### config.mk
export PLATFORM = sky130hd
export DESIGN_NAME = piso_tx
export DESIGN_NICKNAME = d
export VERILOG_FILES = /design/src/rtl/piso_tx.sv
export SDC_FILE = /design/constraint.sdc
export NUM_CORES = 1
export LEC_CHECK = 0
export CAP_MARGIN = 20
export CELL_PAD_IN_SITES_DETAIL_PLACEMENT = 1
export CELL_PAD_IN_SITES_GLOBAL_PLACEMENT = 1
export CORE_MARGIN = 2
export CORE_UTILIZATION = 36
export CTS_CLUSTER_SIZE = 24
export DETAILED_ROUTE_END_ITERATION = 8
export PLACE_DENSITY_LB_ADDON = 0.15
export SLEW_MARGIN = 20
export SYNTH_ARGS = -nofsm -noshare
export SYNTH_HDL_FRONTEND = slang
export SYNTH_SLANG_ARGS = --single-unit
### constraint.sdc
create_clock -name clk -period 4.8 [get_ports clk]
set_clock_uncertainty 0.1 [all_clocks]
set_input_delay 1.44 -clock clk [delete_from_list [all_inputs] [get_ports clk]]
set_output_delay 1.44 -clock clk [all_outputs]
set_load 0.03 [all_outputs]
### src/rtl/piso_tx.sv
// Parallel-in serial-out transmitter: DEPTH-entry word FIFO feeding an LSB-first
// shifter that streams words back-to-back on sout while enabled and data is queued.
module piso_tx #(
  parameter int unsigned WIDTH    = 32,
  parameter int unsigned DEPTH    = 8,
  parameter logic        IDLE_BIT = 1'b0
) (
  input  logic                       clk,
  input  logic                       rst,
  input  logic                       en,
  input  logic                       in_valid,
  output logic                       in_ready,
  input  logic [WIDTH-1:0]           in_data,
  output logic                       sout,
  output logic                       sout_active,
  output logic [$clog2(DEPTH+1)-1:0] count,
  output logic                       underrun,
  input  logic                       clr_underrun
);

  localparam int unsigned AW   = $clog2(DEPTH);
  localparam int unsigned PW   = AW + 1;
  localparam int unsigned CW   = $clog2(WIDTH);
  localparam int unsigned CNTW = $clog2(DEPTH + 1);
  localparam logic [CW-1:0] LAST = CW'(WIDTH - 1);

  typedef enum logic {IDLE, SHIFT} state_t;

  state_t            state, state_nxt;
  logic [WIDTH-1:0]  mem [DEPTH];
  logic [PW-1:0]     wr_ptr, rd_ptr;
  logic [WIDTH-1:0]  head;
  logic [WIDTH-1:0]  shreg;
  logic [CW-1:0]     bit_cnt;
  logic              full, empty, push, pop;
  logic              load, shift, stop, set_underrun;

  // FIFO: extra pointer MSB distinguishes full from empty so all entries are usable.
  assign empty    = (wr_ptr == rd_ptr);
  assign full     = (wr_ptr[AW-1:0] == rd_ptr[AW-1:0]) && (wr_ptr[AW] != rd_ptr[AW]);
  assign in_ready = !full;
  assign push     = in_valid && !full;
  assign pop      = load;
  assign count    = CNTW'(wr_ptr - rd_ptr);
  assign head     = mem[rd_ptr[AW-1:0]];

  always_ff @(posedge clk) begin
    if (push) mem[wr_ptr[AW-1:0]] <= in_data;
  end

  always_ff @(posedge clk or posedge rst) begin
    if (rst) begin
      wr_ptr <= '0;
      rd_ptr <= '0;
    end else begin
      if (push) wr_ptr <= wr_ptr + 1'b1;
      if (pop)  rd_ptr <= rd_ptr + 1'b1;
    end
  end

  always_ff @(posedge clk or posedge rst) begin
    if (rst) state <= IDLE;
    else     state <= state_nxt;
  end

  // en only matters in IDLE and on the last-bit edge, so a word is never truncated.
  always_comb begin
    state_nxt    = state;
    load         = 1'b0;
    shift        = 1'b0;
    stop         = 1'b0;
    set_underrun = 1'b0;
    case (state)
      IDLE: begin
        if (en && !empty) begin
          load      = 1'b1;
          state_nxt = SHIFT;
        end
      end
      SHIFT: begin
        if (bit_cnt != LAST) begin
          shift = 1'b1;
        end else if (en && !empty) begin
          load = 1'b1;
        end else begin
          stop         = 1'b1;
          set_underrun = en;
          state_nxt    = IDLE;
        end
      end
      default: state_nxt = IDLE;
    endcase
  end

  always_ff @(posedge clk or posedge rst) begin
    if (rst) begin
      shreg       <= '0;
      bit_cnt     <= '0;
      sout        <= IDLE_BIT;
      sout_active <= 1'b0;
    end else if (load) begin
      sout        <= head[0];
      sout_active <= 1'b1;
      shreg       <= head >> 1;
      bit_cnt     <= '0;
    end else if (shift) begin
      sout    <= shreg[0];
      shreg   <= shreg >> 1;
      bit_cnt <= bit_cnt + 1'b1;
    end else if (stop) begin
      sout        <= IDLE_BIT;
      sout_active <= 1'b0;
    end
  end

  // Set beats clear when both land on the same edge.
  always_ff @(posedge clk or posedge rst) begin
    if (rst)               underrun <= 1'b0;
    else if (set_underrun) underrun <= 1'b1;
    else if (clr_underrun) underrun <= 1'b0;
  end

endmodule

## Word level (Yosys, flattened, before mapping)

Memory sizes are Yosys's and may differ from the RTL's.
Index checks and enable logic that the tools add are counted.

| word-level totals | value |
|---|---|
| bits in registers | 49 |
| bits in writable memories | 256 |
| logic and storage cells | 55 |
| memories | 1 |

Memories:

| name | depth | bits a word | rd ports | clocked after Yosys merged registers in | write ports | RTL line | text |
|---|---|---|---|---|---|---|---|
| mem | 8 | 32 | 1 | 0 | 1 | 30 | `logic [WIDTH-1:0] mem [DEPTH];` |

| cells by class | value |
|---|---|
| add/sub/neg operators | 4 |
| equal/unequal tests | 5 |
| muxes and demuxes | 26 |
| bitwise gates (word level) | 1 |
| reductions and logical operators | 10 |

Operator list:

| operator | count |
|---|---|
| $mux 32 | 2 |
| $mux 1 | 20 |
| $mux 5 | 2 |
| $add 4x1->4 const B | 2 |
| $reduce_bool 2->1 | 3 |
| $add 5x1->5 const B | 1 |
| $ne 5x5->1 const B | 1 |
| $eq 4x4->1 | 1 |
| $pmux 1 s2 | 2 |
| $sub 4x4->4 | 1 |
| $eq 3x3->1 | 1 |
| $logic_and 1x1->1 | 3 |
| $reduce_bool 3->1 | 1 |
| $logic_not 1->1 | 2 |
| $ne 2x2->1 const B | 1 |
| $reduce_and 2->1 | 1 |
| $ne 1x1->1 | 1 |
| $not 1->1 | 1 |

## Depth between registers and ports, before layout

| depth | value |
|---|---|
| depth after elaboration | 9 |
| mapped depth | 9 |

## Least setup slack after synthesis

OpenSTA, ideal clock, no wires.

| timing path | value |
|---|---|
| kind | input -> register |
| start | input in_valid |
| end | memory mem[0][0] (enable) |
| arrival time | 3.946 ns |
| required time | 4.239 ns |
| slack | 0.293 ns |
| stages on the path | 3 |
| buffers on the path | 0 |
| path through | o21a_1 > nand2_1 > nor3_1 |

| on the way | value |
|---|---|
| cells in the longest elaborated chain, start to end | 3 |

RTL lines:

| what | RTL line | text |
|---|---|---|
| start: declaration | 11 | `input logic in_valid,` |
| $logic_and 1x1->1 | 42 | `assign push = in_valid && !full;` |
| $mux 1 | 48 | `if (push) mem[wr_ptr[AW-1:0]] <= in_data;` |
| $mux 1 (not written as such) | 48 |  |
| end: declaration | 30 |  |

Every way passes these cells.

## Worst setup path after layout

| timing path | value |
|---|---|
| start | register wr_ptr[1] |
| end | output count[2] |

| on the way | value |
|---|---|
| cells in the longest elaborated chain, start to end | 1 |

RTL lines:

| what | RTL line | text |
|---|---|---|
| start: declaration | 31 | `logic [PW-1:0] wr_ptr, rd_ptr;` |
| start signal: assignment | 56 | `if (push) wr_ptr <= wr_ptr + 1'b1;` |
| $sub 4x4->4 | 44 | `assign count = CNTW'(wr_ptr - rd_ptr);` |
| end: declaration | 16 | `output logic [$clog2(DEPTH+1)-1:0] count,` |

Every way passes these cells.

==> impl_metrics.py <==
metrics = {
    "placement": {
        "place_area_um2": 12930,
        "place.detailed.hpwl_um": 13530,
        "io_buffers": 44,
        "globalplace.congestion": 0.7257,
    },
    "cts": {
        "clk_pin_slew_worst_paths_ns": 0.06,
        "hold_buffers": 0,
        "clk_latency_ns": 0.50,
        "cts_resized": 0,
        "h-tree-depth": 2,
        "cts_tree": "yes",
        "clk_path_buf_depth": 3,
        "root_buffer": "clkbuf_16",
        "numCtsBuffers": 34,
        "clkSinkCount": 304,
        "cts_setup_buffers": 0,
    },
    "cells_and_area": {
        "drive_gt1_share_pct": 18.82,
        "nets": 786,
        "mostFrequentLayoutCells": "edfxtp_1, nand2_1, mux4_2",
        "design_area_um2": 13990,
        "layout.cells.most_common": "edfxtp_1",
        "syn2layout_area_growth_pct": 17.03,
        "num_antenna_cells": 0,
    },
    "power_and_ir_drop": {
        "clkPwrFrac_pct": 30.0,
        "ir_worst_vdd_v": 0.0004151,
        "power_switching_mw": 2.400,
        "power.density_nw_per_um2": 581.9,
        "power_frac_comb_pct": 26.5,
        "p_leak_nw": 4.777,
        "internal_power_mw": 5.740,
        "sequentialPowerShare_pct": 43.6,
        "switching_share_pct": 29.48,
    },
    "job": {
        "cap_viol_max_count": 0,
    },
    "global_routing": {
        "grt_pass1_vias": 6692,
        "grt_pass1_wl_um": 39360,
        "grt_use_total_pct": 15.25,
        "grt-ovfl-total": 0,
        "antenna_found_initial": 0,
        "grt_max_degree": 67,
    },
    "sta": {
        "final.min_clock_period_ns": 4.028,
        "period_share_pct": 83.92,
        "max_freq_ghz": 0.2483,
        "holdWs_ns": 0.3905,
        "worstMarginPinSlew_ns": 1.083,
        "slew_headroom_pct": 27.81,
        "slew_viol_final": 0,
        "tns_ns": 0,
        "setup_violations": 0,
        "hold_viol": 0,
        "rsz0062_at_grt": "false",
    },
    "synthesis": {
        "synth-seq-cells": 304,
        "ys.warnings.count": 0,
        "synth_area_um2": 11950,
        "syn-num-nets": 723,
        "synth_area_leaders": "edfxtp_1, mux4_2, dfrtp_1",
        "yosys.area.top_type": "edfxtp_1",
        "synth_area_per_cell_um2": 17.66,
        "synth_top_area_share_pct": 64.31,
        "ys_seq_area_share_pct": 74.36,
        "ys_types": 34,
        "synth_cells": 677,
    },
    "floorplan": {
        "die_area_um2": 34680,
        "core_area_um2": 32620,
        "fp-row-count": 66,
        "initial_core_util_pct": 36.64,
        "die_x_um": 186.2,
        "io_pins": 45,
        "die_h_um": 186.2,
    },
    "routing": {
        "drtIter0Drc": 336,
        "vias_per_cell": 5.024,
        "drtAntennaViolNets": 0,
        "dr.pass1.iters": 6,
        "routed_wl_um": 25200,
        "vias": 6064,
        "routedWlPerCell_um": 20.88,
        "drcViolationCount": 0,
    },
    "run_status": {
        "outcome": "complete, no violations",
    },
    "critical_path": {
        "cp-end-kind": "output port",
        "cp_max_fo": 7,
        "path_class": "reg2out",
        "crit_path_max_incr_delay_ns": 0.69,
        "path_cells": "inv_1 -> fa_1 -> xnor2_1 -> clkdlybuf4s50_1",
        "cpMaxStageDelayCell": "clkdlybuf4s50_1",
        "worstSetupStartpointType": "flop",
        "cp.arrival_ns": 2.49,
        "crit_required_ns": 3.26,
    },
    "worst_hold_path": {
        "hp-class": "reg2reg",
    },
}
==> synthesized netlist by cell type (all sizes together) <==
| cell | count |
|---|---|
| nand2b | 5 |
| mux2i | 2 |
| a21oi | 3 |
| nor3 | 2 |
| buf | 18 |
| a21o | 1 |
| dfrtp | 48 |
| fa | 1 |
| nand2 | 103 |
| clkbuf | 16 |
| and3 | 31 |
| xnor2 | 7 |
| nor2 | 8 |
| nand3 | 14 |
| edfxtp | 256 |
| o32ai | 1 |
| o21a | 2 |
| or3 | 2 |
| mux2 | 1 |
| mux4 | 64 |
| xor2 | 2 |
| o31ai | 1 |
| inv | 11 |
| ha | 8 |
| o211ai | 1 |
| a32oi | 1 |
| o21ai | 68 |
==> power by group through the flow <==
stage               clock [mW]  combinational [mW]  sequential [mW]
floorplan                    0                1.55             3.56
global placement             0                2.15             3.56
detailed placement           0                2.22             3.60
CTS                       2.52                2.22             3.55
global route              2.62                2.39             3.59
finish                    2.44                2.15             3.55
==> area by class of cell <==
type,count,area [µm²]
clock inverter,15,122.6
multi-input combinational,328,2878
sequential,304,8894
tap,442,553.0
inverter,11,41.29
timing repair buffer,61,563.0
fill,3165,18630
clock buffer,46,937.1
==> stage by stage <==
| stage | power, mW | cells | worst slack, ns | util [%] |
|---|---|---|---|---|
| floorplan | 5.115 | 677 | 0.2927 | - |
| global placement | 5.717 | 1146 | 1.222 | 39.64 |
| detailed placement | 5.818 | 1146 | 1.209 | 39.64 |
| CTS | 8.296 | 1207 | 0.7494 | 42.88 |
| global route | 8.604 | 1207 | 0.6363 | 42.88 |
| finish | 8.140 | 1207 | 0.7719 | 42.88 |
==> state kept, by name, indices dropped and copies added, names as in the netlist <==
signal / count
bit_cnt: 5
mem: 256
rd_ptr: 4
shreg: 31
sout: 1
sout_active: 1
state: 1
underrun: 1
wr_ptr: 4
==> path summary, 6_finish.rpt <==
path	slack, ns	endpoint	startpoint	depth (start not counted)
worst max-delay path	0.77	count[2]	wr_ptr[1]	4
worst min-delay path	0.39	shreg[24]	shreg[25]	2
worst max register to register	1.66	mem[0][2]	rd_ptr[1]	8
worst min register to register	0.39	shreg[24]	shreg[25]	2
max in group asynchronous	2.49	wr_ptr[0]	rst	3
min in group asynchronous	1.30	rd_ptr[2]	rst	2
==> metal layers <==
metal  track usage, %  part of all wire, %  vias up  wire [µm]
li1                 -                    -     2743          -
met1            19.96                   43     3198      10930
met2            26.51                   51       99      12890
met3            2.804                  4.2       24       1053
met4            3.559                  1.3        0        334
met5                0                    0        -          0
==> logic make-up after synthesis <==
kind of cell,share of synthesized area [%]
AO/OA/AOI/OAI,3.444
flip-flops,74.36
buffers and inverters,1.999
multiplexers,12.32
AND/OR/NAND/NOR,6.145
adder cells (fa/ha/maj),1.005
XOR/XNOR,0.7223
==> critical path: cells and delay by family (launching register included) <==
| kind | cells | cell delay [ns] |
|---|---|---|
| buf+inv | 2 | 0.85 |
| xor+xnor | 1 | 0.18 |
| fa+ha+maj | 1 | 0.46 |
| flops | 1 | 0.51 |
Note: power is estimated with default switching activity, not from simulation.
